**src/rtl/hazard_stall_unit_if.sv**
```systemverilog
// Hazard unit bus: ID/EX hazard inputs from the pipeline, stall/flush/bubble controls back.
// Optional perf counter outputs exist only when HAZARD_PERF_EN is defined.
interface hazard_stall_unit_if #(
  parameter int REG_AW = 5,
  parameter int CNT_W  = 32
);
  logic [REG_AW-1:0] id_rs1;
  logic [REG_AW-1:0] id_rs2;
  logic              id_use_rs1;
  logic              id_use_rs2;
  logic [REG_AW-1:0] ex_rd;
  logic              ex_memread;
  logic              ex_br_taken;
  logic              mem_busy;
  logic              pc_write;
  logic              ifid_write;
  logic              ifid_flush;
  logic              ctrlf;
  logic              pipe_hold;
  logic [1:0]        hz_state;
`ifdef HAZARD_PERF_EN
  logic [CNT_W-1:0]  stall_cnt;
  logic [CNT_W-1:0]  flush_cnt;
  logic [CNT_W-1:0]  freeze_cnt;

  modport master (
    output id_rs1, id_rs2, id_use_rs1, id_use_rs2, ex_rd, ex_memread, ex_br_taken, mem_busy,
    input  pc_write, ifid_write, ifid_flush, ctrlf, pipe_hold, hz_state,
    input  stall_cnt, flush_cnt, freeze_cnt
  );
  modport slave (
    input  id_rs1, id_rs2, id_use_rs1, id_use_rs2, ex_rd, ex_memread, ex_br_taken, mem_busy,
    output pc_write, ifid_write, ifid_flush, ctrlf, pipe_hold, hz_state,
    output stall_cnt, flush_cnt, freeze_cnt
  );
`else
  modport master (
    output id_rs1, id_rs2, id_use_rs1, id_use_rs2, ex_rd, ex_memread, ex_br_taken, mem_busy,
    input  pc_write, ifid_write, ifid_flush, ctrlf, pipe_hold, hz_state
  );
  modport slave (
    input  id_rs1, id_rs2, id_use_rs1, id_use_rs2, ex_rd, ex_memread, ex_br_taken, mem_busy,
    output pc_write, ifid_write, ifid_flush, ctrlf, pipe_hold, hz_state
  );
`endif
endinterface

```
**src/rtl/hazard_stall_unit.sv**
```systemverilog
// Stall/flush/bubble control for the 5-stage RV32 pipeline: load-use, taken branch, memory freeze, boot fill.
// Define HAZARD_PERF_EN to add stall/flush/freeze performance counters.
module hazard_stall_unit #(
  parameter int REG_AW       = 5,
  parameter int FLUSH_CYCLES = 1,
  parameter int BOOT_BUBBLES = 2,
  parameter int CNT_W        = 32
) (
  input logic                 clk,
  input logic                 reset,
  hazard_stall_unit_if.slave  bus
);

  typedef enum logic [1:0] {
    BOOT    = 2'b00,
    RUN     = 2'b01,
    FLUSH   = 2'b10,
    ILLEGAL = 2'b11
  } state_e;

  localparam logic [2:0] BOOT_RELOAD  = 3'(BOOT_BUBBLES);
  localparam logic [2:0] FLUSH_RELOAD = 3'(FLUSH_CYCLES - 1);
  localparam state_e     RESET_STATE  = (BOOT_BUBBLES == 0) ? RUN : BOOT;

  state_e     state_q, state_d;
  logic [2:0] cnt_q, cnt_d;

  logic bootMode;
  logic loadUse;
  logic pcWrite, ifidWrite, ifidFlush, ctrlF, pipeHold;

  // x0 is hard-wired zero, so a load targeting it can never create a hazard
  assign loadUse = bus.ex_memread && (bus.ex_rd != '0) &&
                   ((bus.id_use_rs1 && (bus.id_rs1 == bus.ex_rd)) ||
                    (bus.id_use_rs2 && (bus.id_rs2 == bus.ex_rd)));

  assign bootMode = reset || (state_q == BOOT) || (state_q == ILLEGAL);

  always_ff @(posedge clk or posedge reset) begin
    if (reset) begin
      state_q <= RESET_STATE;
      cnt_q   <= BOOT_RELOAD;
    end else begin
      state_q <= state_d;
      cnt_q   <= cnt_d;
    end
  end

  always_comb begin
    state_d   = state_q;
    cnt_d     = cnt_q;
    pcWrite   = 1'b1;
    ifidWrite = 1'b1;
    ifidFlush = 1'b0;
    ctrlF     = 1'b0;
    pipeHold  = 1'b0;
    if (bootMode) begin
      pcWrite   = 1'b0;
      ifidFlush = 1'b1;
      ctrlF     = 1'b1;
      if ((state_q == BOOT) && (cnt_q > 3'd1)) begin
        cnt_d = cnt_q - 3'd1;
      end else begin
        state_d = RUN;
        cnt_d   = '0;
      end
    end else if (bus.mem_busy) begin
      pcWrite   = 1'b0;
      ifidWrite = 1'b0;
      pipeHold  = 1'b1;
    end else if (state_q == FLUSH) begin
      ifidFlush = 1'b1;
      ctrlF     = 1'b1;
      if (cnt_q > 3'd1) begin
        cnt_d = cnt_q - 3'd1;
      end else begin
        state_d = RUN;
        cnt_d   = '0;
      end
    end else if (bus.ex_br_taken) begin
      ifidFlush = 1'b1;
      ctrlF     = 1'b1;
      if (FLUSH_CYCLES > 1) begin
        state_d = FLUSH;
        cnt_d   = FLUSH_RELOAD;
      end
    end else if (loadUse) begin
      pcWrite   = 1'b0;
      ifidWrite = 1'b0;
      ctrlF     = 1'b1;
    end
  end

  assign bus.pc_write   = pcWrite;
  assign bus.ifid_write = ifidWrite;
  assign bus.ifid_flush = ifidFlush;
  assign bus.ctrlf      = ctrlF;
  assign bus.pipe_hold  = pipeHold;
  assign bus.hz_state   = state_q;

`ifdef HAZARD_PERF_EN
  logic             stallEv, flushEv, freezeEv;
  logic [CNT_W-1:0] stallCnt_q, flushCnt_q, freezeCnt_q;

  assign freezeEv = !bootMode && bus.mem_busy;
  assign flushEv  = !bootMode && !bus.mem_busy &&
                    ((state_q == FLUSH) || bus.ex_br_taken);
  assign stallEv  = !bootMode && !bus.mem_busy && (state_q == RUN) &&
                    !bus.ex_br_taken && loadUse;

  // Counters wrap naturally at 2^CNT_W
  always_ff @(posedge clk or posedge reset) begin
    if (reset) begin
      stallCnt_q  <= '0;
      flushCnt_q  <= '0;
      freezeCnt_q <= '0;
    end else begin
      if (stallEv)  stallCnt_q  <= stallCnt_q + 1'b1;
      if (flushEv)  flushCnt_q  <= flushCnt_q + 1'b1;
      if (freezeEv) freezeCnt_q <= freezeCnt_q + 1'b1;
    end
  end

  assign bus.stall_cnt  = stallCnt_q;
  assign bus.flush_cnt  = flushCnt_q;
  assign bus.freeze_cnt = freezeCnt_q;
`endif

endmodule

```
**src/flat_wrapper.sv**
```systemverilog
// flat-port wrapper written by rule: the top's interface ports become plain ports
module hazard_stall_unit_flat 
#(
  parameter int REG_AW       = 5,
  parameter int FLUSH_CYCLES = 1,
  parameter int BOOT_BUBBLES = 2,
  parameter int CNT_W        = 32
)
  (clk, reset, bus_id_rs1, bus_id_rs2, bus_id_use_rs1, bus_id_use_rs2, bus_ex_rd, bus_ex_memread, bus_ex_br_taken, bus_mem_busy, bus_pc_write, bus_ifid_write, bus_ifid_flush, bus_ctrlf, bus_pipe_hold, bus_hz_state);
  hazard_stall_unit_if #(.REG_AW(REG_AW), .CNT_W(CNT_W)) bus_i ();
  input logic clk;
  input logic reset;
  input wire logic [$bits(bus_i.id_rs1)-1:0] bus_id_rs1;
  input wire logic [$bits(bus_i.id_rs2)-1:0] bus_id_rs2;
  input wire logic [$bits(bus_i.id_use_rs1)-1:0] bus_id_use_rs1;
  input wire logic [$bits(bus_i.id_use_rs2)-1:0] bus_id_use_rs2;
  input wire logic [$bits(bus_i.ex_rd)-1:0] bus_ex_rd;
  input wire logic [$bits(bus_i.ex_memread)-1:0] bus_ex_memread;
  input wire logic [$bits(bus_i.ex_br_taken)-1:0] bus_ex_br_taken;
  input wire logic [$bits(bus_i.mem_busy)-1:0] bus_mem_busy;
  output wire logic [$bits(bus_i.pc_write)-1:0] bus_pc_write;
  output wire logic [$bits(bus_i.ifid_write)-1:0] bus_ifid_write;
  output wire logic [$bits(bus_i.ifid_flush)-1:0] bus_ifid_flush;
  output wire logic [$bits(bus_i.ctrlf)-1:0] bus_ctrlf;
  output wire logic [$bits(bus_i.pipe_hold)-1:0] bus_pipe_hold;
  output wire logic [$bits(bus_i.hz_state)-1:0] bus_hz_state;
  assign bus_i.id_rs1 = bus_id_rs1;
  assign bus_i.id_rs2 = bus_id_rs2;
  assign bus_i.id_use_rs1 = bus_id_use_rs1;
  assign bus_i.id_use_rs2 = bus_id_use_rs2;
  assign bus_i.ex_rd = bus_ex_rd;
  assign bus_i.ex_memread = bus_ex_memread;
  assign bus_i.ex_br_taken = bus_ex_br_taken;
  assign bus_i.mem_busy = bus_mem_busy;
  assign bus_pc_write = bus_i.pc_write;
  assign bus_ifid_write = bus_i.ifid_write;
  assign bus_ifid_flush = bus_i.ifid_flush;
  assign bus_ctrlf = bus_i.ctrlf;
  assign bus_pipe_hold = bus_i.pipe_hold;
  assign bus_hz_state = bus_i.hz_state;
  hazard_stall_unit #(.REG_AW(REG_AW), .FLUSH_CYCLES(FLUSH_CYCLES), .BOOT_BUBBLES(BOOT_BUBBLES), .CNT_W(CNT_W)) u_core (.clk(clk), .reset(reset), .bus(bus_i));
endmodule
```
**config.mk**
```make
export PLATFORM = sky130hd
export DESIGN_NAME = hazard_stall_unit_flat
export DESIGN_NICKNAME = d
export VERILOG_FILES = /design/src/rtl/hazard_stall_unit_if.sv /design/src/rtl/hazard_stall_unit.sv /design/src/flat_wrapper.sv
export SDC_FILE = /design/constraint.sdc
export NUM_CORES = 1
export LEC_CHECK = 0
export CAP_MARGIN = 20
export CORE_AREA = 3 3 40 42
export CTS_CLUSTER_DIAMETER = 30
export CTS_CLUSTER_SIZE = 25
export DETAILED_ROUTE_END_ITERATION = 12
export DIE_AREA = 0 0 43 45
export PLACE_DENSITY = 0.71
export SYNTH_ARGS = -nofsm -noshare
export SYNTH_HDL_FRONTEND = slang
export SYNTH_SLANG_ARGS = --single-unit
```
**constraint.sdc**
```tcl
create_clock -name clk -period 3.7 [get_ports clk]
set_input_delay 0.37 -clock clk [delete_from_list [all_inputs] [get_ports clk]]
set_output_delay 0.37 -clock clk [all_outputs]
set_load 0.1 [all_outputs]
```
==> key figures <==
Place
  • GP Congestion: between 0.7 and 0.8
  • Post-DP HPWL: about 910 um
  • Port Buffers: 27
  • Pre-CTS setup slack: 1.18 ns

Logic synthesis
  • Mean area per synthesized cell: 8.04 um2
  • Area share of the largest cell type after synthesis: between 20 and 25%
  • Synthesized area: 394 um2
  • Cell count after synthesis: a little under 50
  • Syn_nets: 73
  • Ys async rst share: 100%
  • Yosys Warn Count: 0
  • Part of the Yosys area used for sequential elements: between 20% and 30%
  • Dominant cells by area after synthesis: xnor2_1 22%, dfrtp_1 19%, dfstp_2 6.7%
  • Largest area contributor in the netlist: xnor2_1
  • Top FF cell, synth: dfrtp_1
  • #FFs+latches synth: 4
  • Netlist cell types: 22
  • Number of flops mapped to enable cells by yosys: 0

Route
  • WL/cell: 11.2 um
  • Drt total wl: ~1100 um
  • DRC: 0
  • Via count: 433
  • Initial drt markers: 12
  • Antenna-violating nets left: 0
  • TritonRoute pass-1 iters: 4
  • Vias/cell: 4.61

Worst setup path
  • Crit-path max FO: 3
  • Reg2Reg Setup Slack: 2.37 ns
  • WS Path Type: input port to output port
  • Sequence of cells on the critical path: clkdlybuf4s50_1 -> or4_1 -> o21ai_2 -> nor2_2 -> a211oi_2 -> buf_4
  • Worst path arrival time: 2.14 ns
  • Path depth of the worst reg2reg path: 5
  • Reg2Reg Launch Point: u_core.cnt_q[1]
  • Reg2reg end: u_core.cnt_q[0]
  • Setup crit start: bus_ex_rd[0]
  • Worst Path Buf+Inv: 2
  • Worst EP required: ~3.3 ns
  • Crit. End Element: output port
  • CP peak stage delay: 0.55 ns
  • Setup crit start kind: input port
  • Critical path depth: 6
  • Critical path's top delay family: buffers and inverters
  • End of the critical path: bus_pc_write
  • CP max stage cell: or4_1

Power and ir drop
  • Pwr dens: ~270 nW/um2
  • Leak: 0.277 nW
  • Maximum VDD drop: 0.205 mV

Floorplanning
  • Die area: 1940 um2
  • Die Ht: 45 um
  • Die Width: 43 um
  • # IOs: 29
  • Core Area: 1280 um2
  • Starting Density: 30.7%
  • Row Count: 13

Final layout
  • Share of cells above drive strength 1: 15.2%
  • Area grow syn2layout: 74.9%
  • # fillers: 114
  • Register area: 101 um2
  • Area of the multi-input gates: 267 um2
  • Number of diodes: 0
  • Final net count: approximately 100

Timing
  • Fmax: 399 MHz
  • Final slew viol count: 0
  • Fin crit period: 2.51 ns
  • Worst Max-Slew Pin Slew: 0.969 ns
  • Slew margin rel.: a little over a third
  • Final hold violation count: 0
  • Final Skew: 0.0114 ns
  • Period utilisation layout: just under 70%
  • Setup TNS: 0 ns
  • RSZ-0062 raised after global routing: no
  • Worst Slack Setup Final: between 1 and 1.5 ns
  • # setup viols final: 0

Clock network
  • Hold buffer count at cts: 0
  • CTS tree: yes
  • Setup bufs post-CTS: 0
  • CTS max path bufs: 2
  • H-tree levels: 1
  • CTS Buf Count: 3
  • Clock slew at reported path FFs: about 0.050 ns
  • Clk Latency, worst-skew pair: 0.24 ns
  • Resized Gates After CTS: 0
  • CTS sink count: 4
  • Root buffer cell: clkbuf_4

Worst hold path
  • Hold crit path type: input port to async pin

Global route
  • Grt ovf: 0
  • Initial antenna violation count: 0
  • Total global-route track usage: 12.0%
  • Maximum number of pins on one net before global-route repair: 7
  • First-pass GRT wire length: 1720 um
  • Number of global-route vias before repair: 398

Status
  • Status: finished clean

Run
  • Maximum Capacitance Violations: 0
## layer usage
| layer | up-vias | track usage, % | part of all wire (%) |
|---|---|---|---|
| li1 | 228 | - | - |
| met1 | 194 | 13.8 | 40 |
| met2 | 11 | 20.7 | 55 |
| met3 | 0 | 4.78 | 5.5 |
| met4 | 0 | 3.61 | 0 |
| met5 | - | 0 | 0 |
## metrics by stage
step,util [%],hold WS [ns],area [um2],cells,power (mW)
floorplan,-,0.149,394,49,0.0920
global placement,51.6,0.524,663,90,0.124
detailed placement,51.6,0.531,663,90,0.124
CTS,53.7,0.386,689,94,0.187
global route,53.7,0.410,689,94,0.197
finish,53.7,0.389,689,94,0.184
## power by group
| part | switching [mW] | total, mW | internal, mW |
|---|---|---|---|
| combinational | 0.0452 | 0.0794 | 0.0342 |
| sequential | 0 | 0.0440 | 0.0440 |
| clock | 0.0202 | 0.0608 | 0.0406 |
## state kept, by name, summed over array words and instances, names as in the netlist
register	flops
u_core.bus.hz_state	1
u_core.cnt_q	3
## cells in the final DEF (no fill, tap or decap), types with 2 or more instances in the layout
cell / netlist / final
nand4_1: 2 / 2
nor2_1: 3 / 3
o22ai_1: 2 / 2
dfrtp_1: 3 / 3
buf_4: 1 / 5
nand2_1: 4 / 4
inv_1: 5 / 5
ha_1: 2 / 2
clkbuf_4: 0 / 3
clkdlybuf4s50_1: 0 / 22
xnor2_1: 10 / 10
a31oi_1: 2 / 2
o21ai_0: 3 / 3
nand3_1: 2 / 2
## layout make-up
cell class / instances / area share (%)
clock buffers: 4 / 3.81
inverters: 5 / 2.72
multi-input cells: 39 / 38.7
repair buffers: 27 / 37.4
well taps: 15 / 2.72
flip-flops and latches: 4 / 14.7
## kinds of logic after synthesis
kind of cell / share of synthesized area (%)
and+or+nand+nor: 17.5
AOI/OAI and AO/OA: 20.6
xor gates and xnor gates: 22.2
buffers and inverters: 6.67
DFF: 25.7
adders and majority gates: 6.35
other: 0.951
## Yosys cell counts (2+ instances only)
cell type and count:
nand3_1 2, o22ai_1 2, dfrtp_1 3, inv_1 5, nor2_1 3, o21ai_0 3
nand4_1 2, a31oi_1 2, nand2_1 4, xnor2_1 10, ha_1 2
## worst min-delay path by stage
| stage | start | slack [ns] | cells past startpoint | endpoint |
|---|---|---|---|---|
| 6_report | reset | 0.39 | 2 | u_core.cnt_q[2] |
| 5_1_grt | reset | 0.41 | 2 | u_core.cnt_q[2] |
| 4_1_cts | reset | 0.39 | 2 | u_core.cnt_q[2] |
| 3_5_place_dp | u_core.cnt_q[0] | 0.53 | 1 | u_core.cnt_q[0] |
| 3_3_place_gp | u_core.cnt_q[0] | 0.52 | 1 | u_core.cnt_q[0] |
| 2_1_floorplan | reset | 0.15 | 1 | u_core.bus.hz_state[0] |
## worst reg2reg max path, cell delays in order (launching register included)
cell	delay [ns]
dfstp_2	0.50
inv_1	0.07
ha_1	0.18
a21oi_1	0.14
o21ai_0	0.15
o21ai_0	0.20
Power figures use the tool's default switching activity.
